===== config.mk =====
export PLATFORM = sky130hd
export DESIGN_NAME = lsu
export DESIGN_NICKNAME = d
export VERILOG_FILES = /design/src/rtl/lsu_pkg.sv /design/src/rtl/lsu_align.sv /design/src/rtl/lsu.sv
export SDC_FILE = /design/constraint.sdc
export NUM_CORES = 1
export LEC_CHECK = 0
export BUFFER_PORTS_ARGS = -buffer_cell sky130_fd_sc_hd__buf_2
export CAP_MARGIN = 5
export CORE_MARGIN = 1.5
export CORE_UTILIZATION = 25
export CTS_CLUSTER_SIZE = 24
export DETAILED_ROUTE_END_ITERATION = 8
export MAX_ROUTING_LAYER = met4
export PLACE_DENSITY = 0.45
export RECOVER_POWER = 50
export SYNTH_ARGS = -nofsm -noshare
export SYNTH_HDL_FRONTEND = slang
export SYNTH_SLANG_ARGS = --single-unit

===== constraint.sdc =====
create_clock -name clk -period 5.72 [get_ports clk]
set_input_delay 0 -clock clk [delete_from_list [all_inputs] [get_ports clk]]
set_output_delay 0 -clock clk [all_outputs]
set_load 0.01 [all_outputs]

===== src/rtl/lsu_pkg.sv =====
// Shared widths, RV32 load/store funct3 encodings and the access legality check.
package lsu_pkg;

  localparam int XLEN = 32;

  localparam logic [2:0] F3_B  = 3'd0;
  localparam logic [2:0] F3_H  = 3'd1;
  localparam logic [2:0] F3_W  = 3'd2;
  localparam logic [2:0] F3_BU = 3'd4;
  localparam logic [2:0] F3_HU = 3'd5;

  // High when the request must complete with an error and never touch memory.
  function automatic logic access_err(input logic we, input logic [2:0] f3, input logic [1:0] off);
    logic e;
    e = 1'b0;
    if (we) e = (f3 > F3_W);
    else    e = (f3 == 3'd3) || (f3 == 3'd6) || (f3 == 3'd7);
    if ((f3[1:0] == 2'b01) && off[0]) e = 1'b1;
    if ((f3 == F3_W) && (off != 2'b00)) e = 1'b1;
    return e;
  endfunction

endpackage


===== src/rtl/lsu_align.sv =====
// Combinational lane logic: load extract/extend and SB/SH read-modify-write merge.
module lsu_align
  import lsu_pkg::*;
(
  input  logic [1:0]      off,
  input  logic [2:0]      funct3,
  input  logic [XLEN-1:0] word,
  input  logic [XLEN-1:0] wdata,
  output logic [XLEN-1:0] load_data,
  output logic [XLEN-1:0] store_word
);

  logic [7:0]  byte_v;
  logic [15:0] half_v;

  always_comb begin
    byte_v     = word[{off, 3'b000} +: 8];
    half_v     = word[{off[1], 4'b0000} +: 16];
    load_data  = word;
    store_word = word;
    case (funct3[1:0])
      2'b00: begin
        load_data = {{24{byte_v[7] & ~funct3[2]}}, byte_v};
        store_word[{off, 3'b000} +: 8] = wdata[7:0];
      end
      2'b01: begin
        load_data = {{16{half_v[15] & ~funct3[2]}}, half_v};
        store_word[{off[1], 4'b0000} +: 16] = wdata[15:0];
      end
      default: begin
        load_data  = word;
        store_word = wdata;
      end
    endcase
  end

endmodule


===== src/rtl/lsu.sv =====
// Load/store unit driving a word-wide, 1-cycle-latency data memory; one op outstanding.
// Latency: SW and errors 2 cycles, loads and SB/SH 3 cycles from accept to resp_valid.
module lsu
  import lsu_pkg::*;
(
  input  logic            clk,
  input  logic            rst_n,
  input  logic            req_valid,
  output logic            req_ready,
  input  logic            req_we,
  input  logic [2:0]      req_funct3,
  input  logic [XLEN-1:0] req_addr,
  input  logic [XLEN-1:0] req_wdata,
  output logic            resp_valid,
  output logic [XLEN-1:0] resp_rdata,
  output logic            resp_err,
  output logic [XLEN-1:0] dmem_addr,
  output logic [XLEN-1:0] dmem_wdata,
  output logic            dmem_we,
  input  logic [XLEN-1:0] dmem_rdata
);

  typedef enum logic [2:0] {
    S_IDLE   = 3'd0,
    S_ERR    = 3'd1,
    S_LD_RD  = 3'd2,
    S_LD_DAT = 3'd3,
    S_ST_WR  = 3'd4,
    S_RMW_RD = 3'd5,
    S_RMW_WR = 3'd6
  } state_t;

  state_t          state, state_n;
  logic            we_q;
  logic [2:0]      funct3_q;
  logic [XLEN-1:0] addr_q;
  logic [XLEN-1:0] wdata_q;
  logic [XLEN-1:0] load_data;
  logic [XLEN-1:0] store_word;
  logic            accept;

  assign accept    = (state == S_IDLE) && req_valid;
  assign dmem_addr = {addr_q[XLEN-1:2], 2'b00};

  // Shared by LD_DAT (extract) and RMW_WR (merge); dmem_rdata is the word read the cycle before.
  lsu_align u_align (
    .off        (addr_q[1:0]),
    .funct3     (funct3_q),
    .word       (dmem_rdata),
    .wdata      (wdata_q),
    .load_data  (load_data),
    .store_word (store_word)
  );

  always_comb begin
    state_n    = state;
    req_ready  = 1'b0;
    dmem_we    = 1'b0;
    dmem_wdata = wdata_q;
    case (state)
      S_IDLE: begin
        req_ready = 1'b1;
        if (req_valid) begin
          if (access_err(req_we, req_funct3, req_addr[1:0])) state_n = S_ERR;
          else if (!req_we)                                   state_n = S_LD_RD;
          else if (req_funct3 == F3_W)                        state_n = S_ST_WR;
          else                                                state_n = S_RMW_RD;
        end
      end
      S_LD_RD:  state_n = S_LD_DAT;
      S_RMW_RD: state_n = S_RMW_WR;
      S_ST_WR: begin
        dmem_we = 1'b1;
        state_n = S_IDLE;
      end
      S_RMW_WR: begin
        dmem_we    = 1'b1;
        dmem_wdata = store_word;
        state_n    = S_IDLE;
      end
      default: state_n = S_IDLE;
    endcase
  end

  always_ff @(posedge clk or negedge rst_n) begin
    if (!rst_n) begin
      state    <= S_IDLE;
      we_q     <= 1'b0;
      funct3_q <= '0;
      addr_q   <= '0;
      wdata_q  <= '0;
    end else begin
      state <= state_n;
      if (accept) begin
        we_q     <= req_we;
        funct3_q <= req_funct3;
        addr_q   <= req_addr;
        wdata_q  <= req_wdata;
      end
    end
  end

  // Response registers: rdata/err hold between responses, valid pulses for one cycle.
  always_ff @(posedge clk or negedge rst_n) begin
    if (!rst_n) begin
      resp_valid <= 1'b0;
      resp_rdata <= '0;
      resp_err   <= 1'b0;
    end else begin
      resp_valid <= 1'b0;
      case (state)
        S_ERR: begin
          resp_valid <= 1'b1;
          resp_err   <= 1'b1;
          resp_rdata <= '0;
        end
        S_LD_DAT, S_ST_WR, S_RMW_WR: begin
          resp_valid <= 1'b1;
          resp_err   <= 1'b0;
          resp_rdata <= we_q ? '0 : load_data;
        end
        default: ;
      endcase
    end
  end

endmodule

== After elaboration in Yosys (flattened, before gate mapping) ==
Cells that the tools add are included.

* Register bits: 105
* Bits in latches: 0
* Memory bits (writable): 0
* Memory bits (read-only): 0
* Input port bits: 103
* Word-level logic and storage cells: 66
* Memories: 0

* Add/subtract/negate cells: 2
* $mul: 0
* Div/mod/pow operators: 0
* $lt $le $gt $ge: 1
* Equal/unequal tests: 13
* Shift-type cells: 6
* Muxes and demuxes: 21
* Bitwise gates (word level): 3
* Reduce and logical (&&, ||, !) cells: 12

{| class="wikitable"
|+ Operator list
! operator !! number
|-
| $pmux W32 S2 || 3
|-
| $bwmux W32 || 2
|-
| $mux W32 || 2
|-
| $shift A16 B7 Y32 const A || 1
|-
| $shift A8 B7 Y32 const A || 1
|-
| $shiftx A16 B7 Y32 || 1
|-
| $shiftx A32 B6 Y16 || 1
|-
| $shiftx A32 B6 Y8 || 1
|-
| $shiftx A8 B7 Y32 || 1
|-
| $eq A3 B3 Y1 const B || 5
|-
| $neg A5 Y7 || 2
|-
| $eq A3 B2 Y1 const B || 4
|-
| $mux W1 || 9
|-
| $mux W3 || 3
|-
| $pmux W3 S3 || 1
|-
| $eq A2 B1 Y1 const B || 2
|-
| $reduce_bool A2 Y1 || 2
|-
| $reduce_or A4 Y1 || 1
|-
| $eq A3 B1 Y1 const B || 1
|-
| $gt A3 B2 Y1 const B || 1
|-
| $logic_and A1 B1 Y1 || 3
|-
| $logic_not A3 Y1 || 1
|-
| $reduce_or A3 Y1 || 1
|-
| $and A1 B1 Y1 || 2
|-
| other kinds (6) || 7
|}

== Longest topological paths before layout ==
* Depth after elaboration: 11
* Depth in mapped cells: 9

== Hierarchy ==
Synthesis repeated with hierarchy kept, for this count alone.

* Cells, all modules: 587
* Area total of the unflattened synthesis: 6289.8 um2

{| class="wikitable"
|+ Modules (own cells, without submodules)
! module !! times used !! cells each !! area each (um2) !! sequential area each (um2)
|-
| lsu || 1 || 317 || 4558.1 || 2627.5
|-
| lsu_align || 1 || 270 || 1731.7 || 0.0
|}

== Least setup slack after synthesis ==
No wires, ideal clock.

* Kind: reg2out
* Start point: reg addr_q[1]
* End point: out dmem_wdata[10]
* Arrival: 2.146 ns
* Data required time: 5.720 ns
* Slack: 3.574 ns
* Cell stages (with the launch flop): 10
* Buffers on the path: 3
* Cells stage by stage: dfrtp_1 -> buf_4 -> buf_2 -> inv_1 -> ha_1 -> buf_1 -> nand2_1 -> nor3_1 -> a21oi_1 -> o21ai_1

* Word-level cells in the longest chain between the ends: 5
* Elaborated cells on any way between the ends: 10

{| class="wikitable"
|+ Ends and longest elaborated chain
! item !! line !! source
|-
| start, declared || lsu.sv:36 || <nowiki>logic [XLEN-1:0] addr_q;</nowiki>
|-
| start signal, assigned || lsu.sv:97 || <nowiki>addr_q <= req_addr;</nowiki>
|-
| $neg A5 Y7 (on tied branches) || lsu_align.sv:28, lsu_align.sv:24 ||
|-
| $shiftx A16 B7 Y32, or another cell as far along || lsu_align.sv:28 || <nowiki>store_word[{off[1], 4'b0000} +: 16] = wdata[15:0];</nowiki>
|-
| $bwmux W32 (on tied branches) || lsu_align.sv:28, lsu_align.sv:24 ||
|-
| $pmux W32 S2 (*) || lsu_align.sv:21 || <nowiki>case (funct3[1:0])</nowiki>
|-
| $mux W32 (*) || lsu.sv:60 || <nowiki>case (state)</nowiki>
|-
| end, declared || lsu.sv:18 || <nowiki>output logic [XLEN-1:0] dmem_wdata,</nowiki>
|}

Every way passes the cells marked *; elsewhere a longest branch is shown, timed or not.

==> results.md <==
* Min Hold Slack at 0.01534 ns
* Largest net degree at the start of global routing at 71
* Status: finished, violations left
* Initial antenna violation count at 1
* Slew @ Worst Pin at 2.412 ns
* Worst-path clk slew at 0.08 ns
* Inst Count DP at 974
* Place WS at 2.548 ns
* Design Area, Final at 8003 sq um
* Util after Layout at 0.3430
* All-Layer GR Usage at 0.1793
* Vias post-DR at 5286
* Fillers at 2398
* Maxcap violations at 3
* Final Skew at 0.01511 ns
* Seq. cell area at 2628 sq um
* DRT Pass-1 Iters at 5
* Die area at 24550 sq um
* Setup TNS at 0 ns
* Post-synthesis cell count at 522
* Synthesized cell area at 5904 sq um
* Multi-input logic area at 2790 sq um
* Top post-synthesis cells by count: 105 x dfrtp_1, 76 x mux2_2, 35 x buf_4
* Dominant cell type by area after synthesis: dfrtp_1
* Flop2flop setup slack at 2.96 ns
* First-pass GRT wire length at 32030 um
* Asr flop ratio synth at 1.000
* Top cells by area, synth: dfrtp_1 45%, mux2_2 14%, buf_4 4.5%
* Yosys cell types at 60
* Drt via density at 4.908
* Routability cong. at 0.8729
* Area Overhead vs Synth at 35.54%
* Synth Flop Type: dfrtp_1
* Ports at 203
* Vias in the first global route at 5367
* Final setup fails at 0
* IO buf count at 200
* Worst EP arrival at 3.78 ns
* CP required at 5.88 ns
* 1st-iter DRT viols at 314
* Non-filler cells, final at 1077
* Gr ovfl total at 0
* Starting Density at 0.2531
* DRC viols at 0
* Number of synthesized flops with an enable pin at 0
* Worst Hold Class: input port to flip-flop
* Pwr Density at 493.7 nW/um^2
* Min Tclk post-route at 3.618 ns
* CP Max Fanout at 62
* Longest Clk Path Bufs at 2
* Register area share after synthesis at 0.4450
* TritonCTS clock tree: built
* Max Clock Freq at 276.4 MHz
* Yosys warns at 0
* Post-CTS Resized at 0
* Routed WL at 21430 um
* Share of the synthesized area in the top cell type at 0.4450
* Final hold vios at 0
* Final Slew Violations at 142
* Nets at 860
* Flop and latch count out of synthesis at 105
* Post-CTS Setup Inserts at 0
* Count leader, synth: dfrtp_1
* CTS root buf: clkbuf_16
* Remaining antenna violation count at 0
* RSZ-0062 raised after global routing: no
* FP Rows at 56
* Final period utilization at 0.6325
* Max-slew headroom at -0.6081
* CP Capture Type: async pin
* Die Span X at 156.7 um
* Die height at 156.7 um
* H-tree depth at 3
* Power Total at 3.951 mW
* Lkg Pwr at 3.444 nW
* Placed cell area at 6940 sq um
* Failing checks: max-capacitance violations, max-slew violations
* VDD IR max at 0.2037 mV
* Average cell area after synthesis at 11.31 sq um
* Ratio of cells with drive above 1 in the final layout at 0.3303
* Core Area at 23330 sq um
* Worst setup margin at 2.102 ns
* Hpwl dp at 15560 um
* Critical Path Start Type: input port
* Clk Latency, worst-skew pair at 0.36 ns
* Wire per inst at 19.90 um
* WS Path Type: input port to async pin
* Total CTS buffers at 9
* Clk sinks at 105
==> report_power, final <==
group          total, mW  internal [mW]  switching (mW)
registers           1.46           1.10           0.353
clock network      0.630          0.309           0.321
logic               1.87          0.873           0.993
total               3.95           2.28            1.67
==> kinds of logic (layout without fill, tap and decap cells) <==
| family | Yosys count | after routing | share of synthesized area |
|---|---|---|---|
| xor+xnor | 1 | 1 | 0.001484 |
| mux | 81 | 81 | 0.1594 |
| other cells | 1 | 3 | 0.0006351 |
| simple gates | 71 | 71 | 0.07438 |
| compound gates | 168 | 168 | 0.2225 |
| flops | 105 | 105 | 0.4450 |
| fa+ha+maj | 5 | 5 | 0.01060 |
| buf+inv | 90 | 324 | 0.08603 |
==> path summary, 6_finish.rpt <==
check,start,endpoint,cells past startpoint
min,dmem_rdata[19],resp_rdata[19]$_DFFE_PN0P_,2
max reg2reg,addr_q[1]$_DFFE_PN0P_,resp_rdata[20]$_DFFE_PN0P_,4
min in group asynchronous,rst_n,addr_q[17]$_DFFE_PN0P_,2
min reg2reg,resp_rdata[8]$_DFFE_PN0P_,resp_rdata[8]$_DFFE_PN0P_,1
max in group clk,addr_q[1]$_DFFE_PN0P_,dmem_wdata[24],8
max,rst_n,resp_err$_DFFE_PN0P_,3
==> layout make-up <==
| class | count | share of cell area |
|---|---|---|
| Clock buffer | 9 | 0.02814 |
| Multi-Input combinational cell | 328 | 0.3487 |
| Antenna cell | 1 | 0.0003127 |
| Clock inverter | 7 | 0.009068 |
| Tap cell | 319 | 0.04987 |
| Inverter | 14 | 0.006567 |
| Timing Repair Buffer | 294 | 0.2290 |
| Sequential cell | 105 | 0.3283 |
==> per-layer routing <==
metal	vias up	global-route usage	wire (um)
li1	2401	-	-
met1	2675	0.2260	9598
met2	190	0.2954	10450
met3	20	0.02991	1044
met4	0	0.05215	345
met5	-	-	0
==> layout by cell type, fill, tap and decap left out, types with 9 or more instances in the layout <==
cell	count
dfrtp_1	105
o211ai_1	16
mux2_2	76
nor2b_1	14
a221oi_1	9
dlygate4sd3_1	86
a221o_1	17
buf_2	134
o21a_1	15
a22oi_1	31
a22o_1	13
clkbuf_1	67
inv_1	14
nand2_1	19
a21oi_1	18
clkbuf_16	9
==> registers in the layout (all words and copies together) (netlist names) <==
register / count
resp_rdata: 32
addr_q: 32
wdata_q: 32
funct3_q: 3
we_q: 1
resp_valid: 1
resp_err: 1
state: 3
==> worst max-delay path, stage by stage <==
cell and delay (ns):
dlygate4sd3_1 0.53, clkbuf_1 1.71, clkbuf_2 1.44
==> timing repair <==
| item | CTS | global route |
|---|---|---|
| hold buffers | 86 | 0 |
| endpoints found under the hold margin | 129 | 0 |
| setup endpoints to repair | 0 | 0 |
Power figures use the tool's default switching activity.
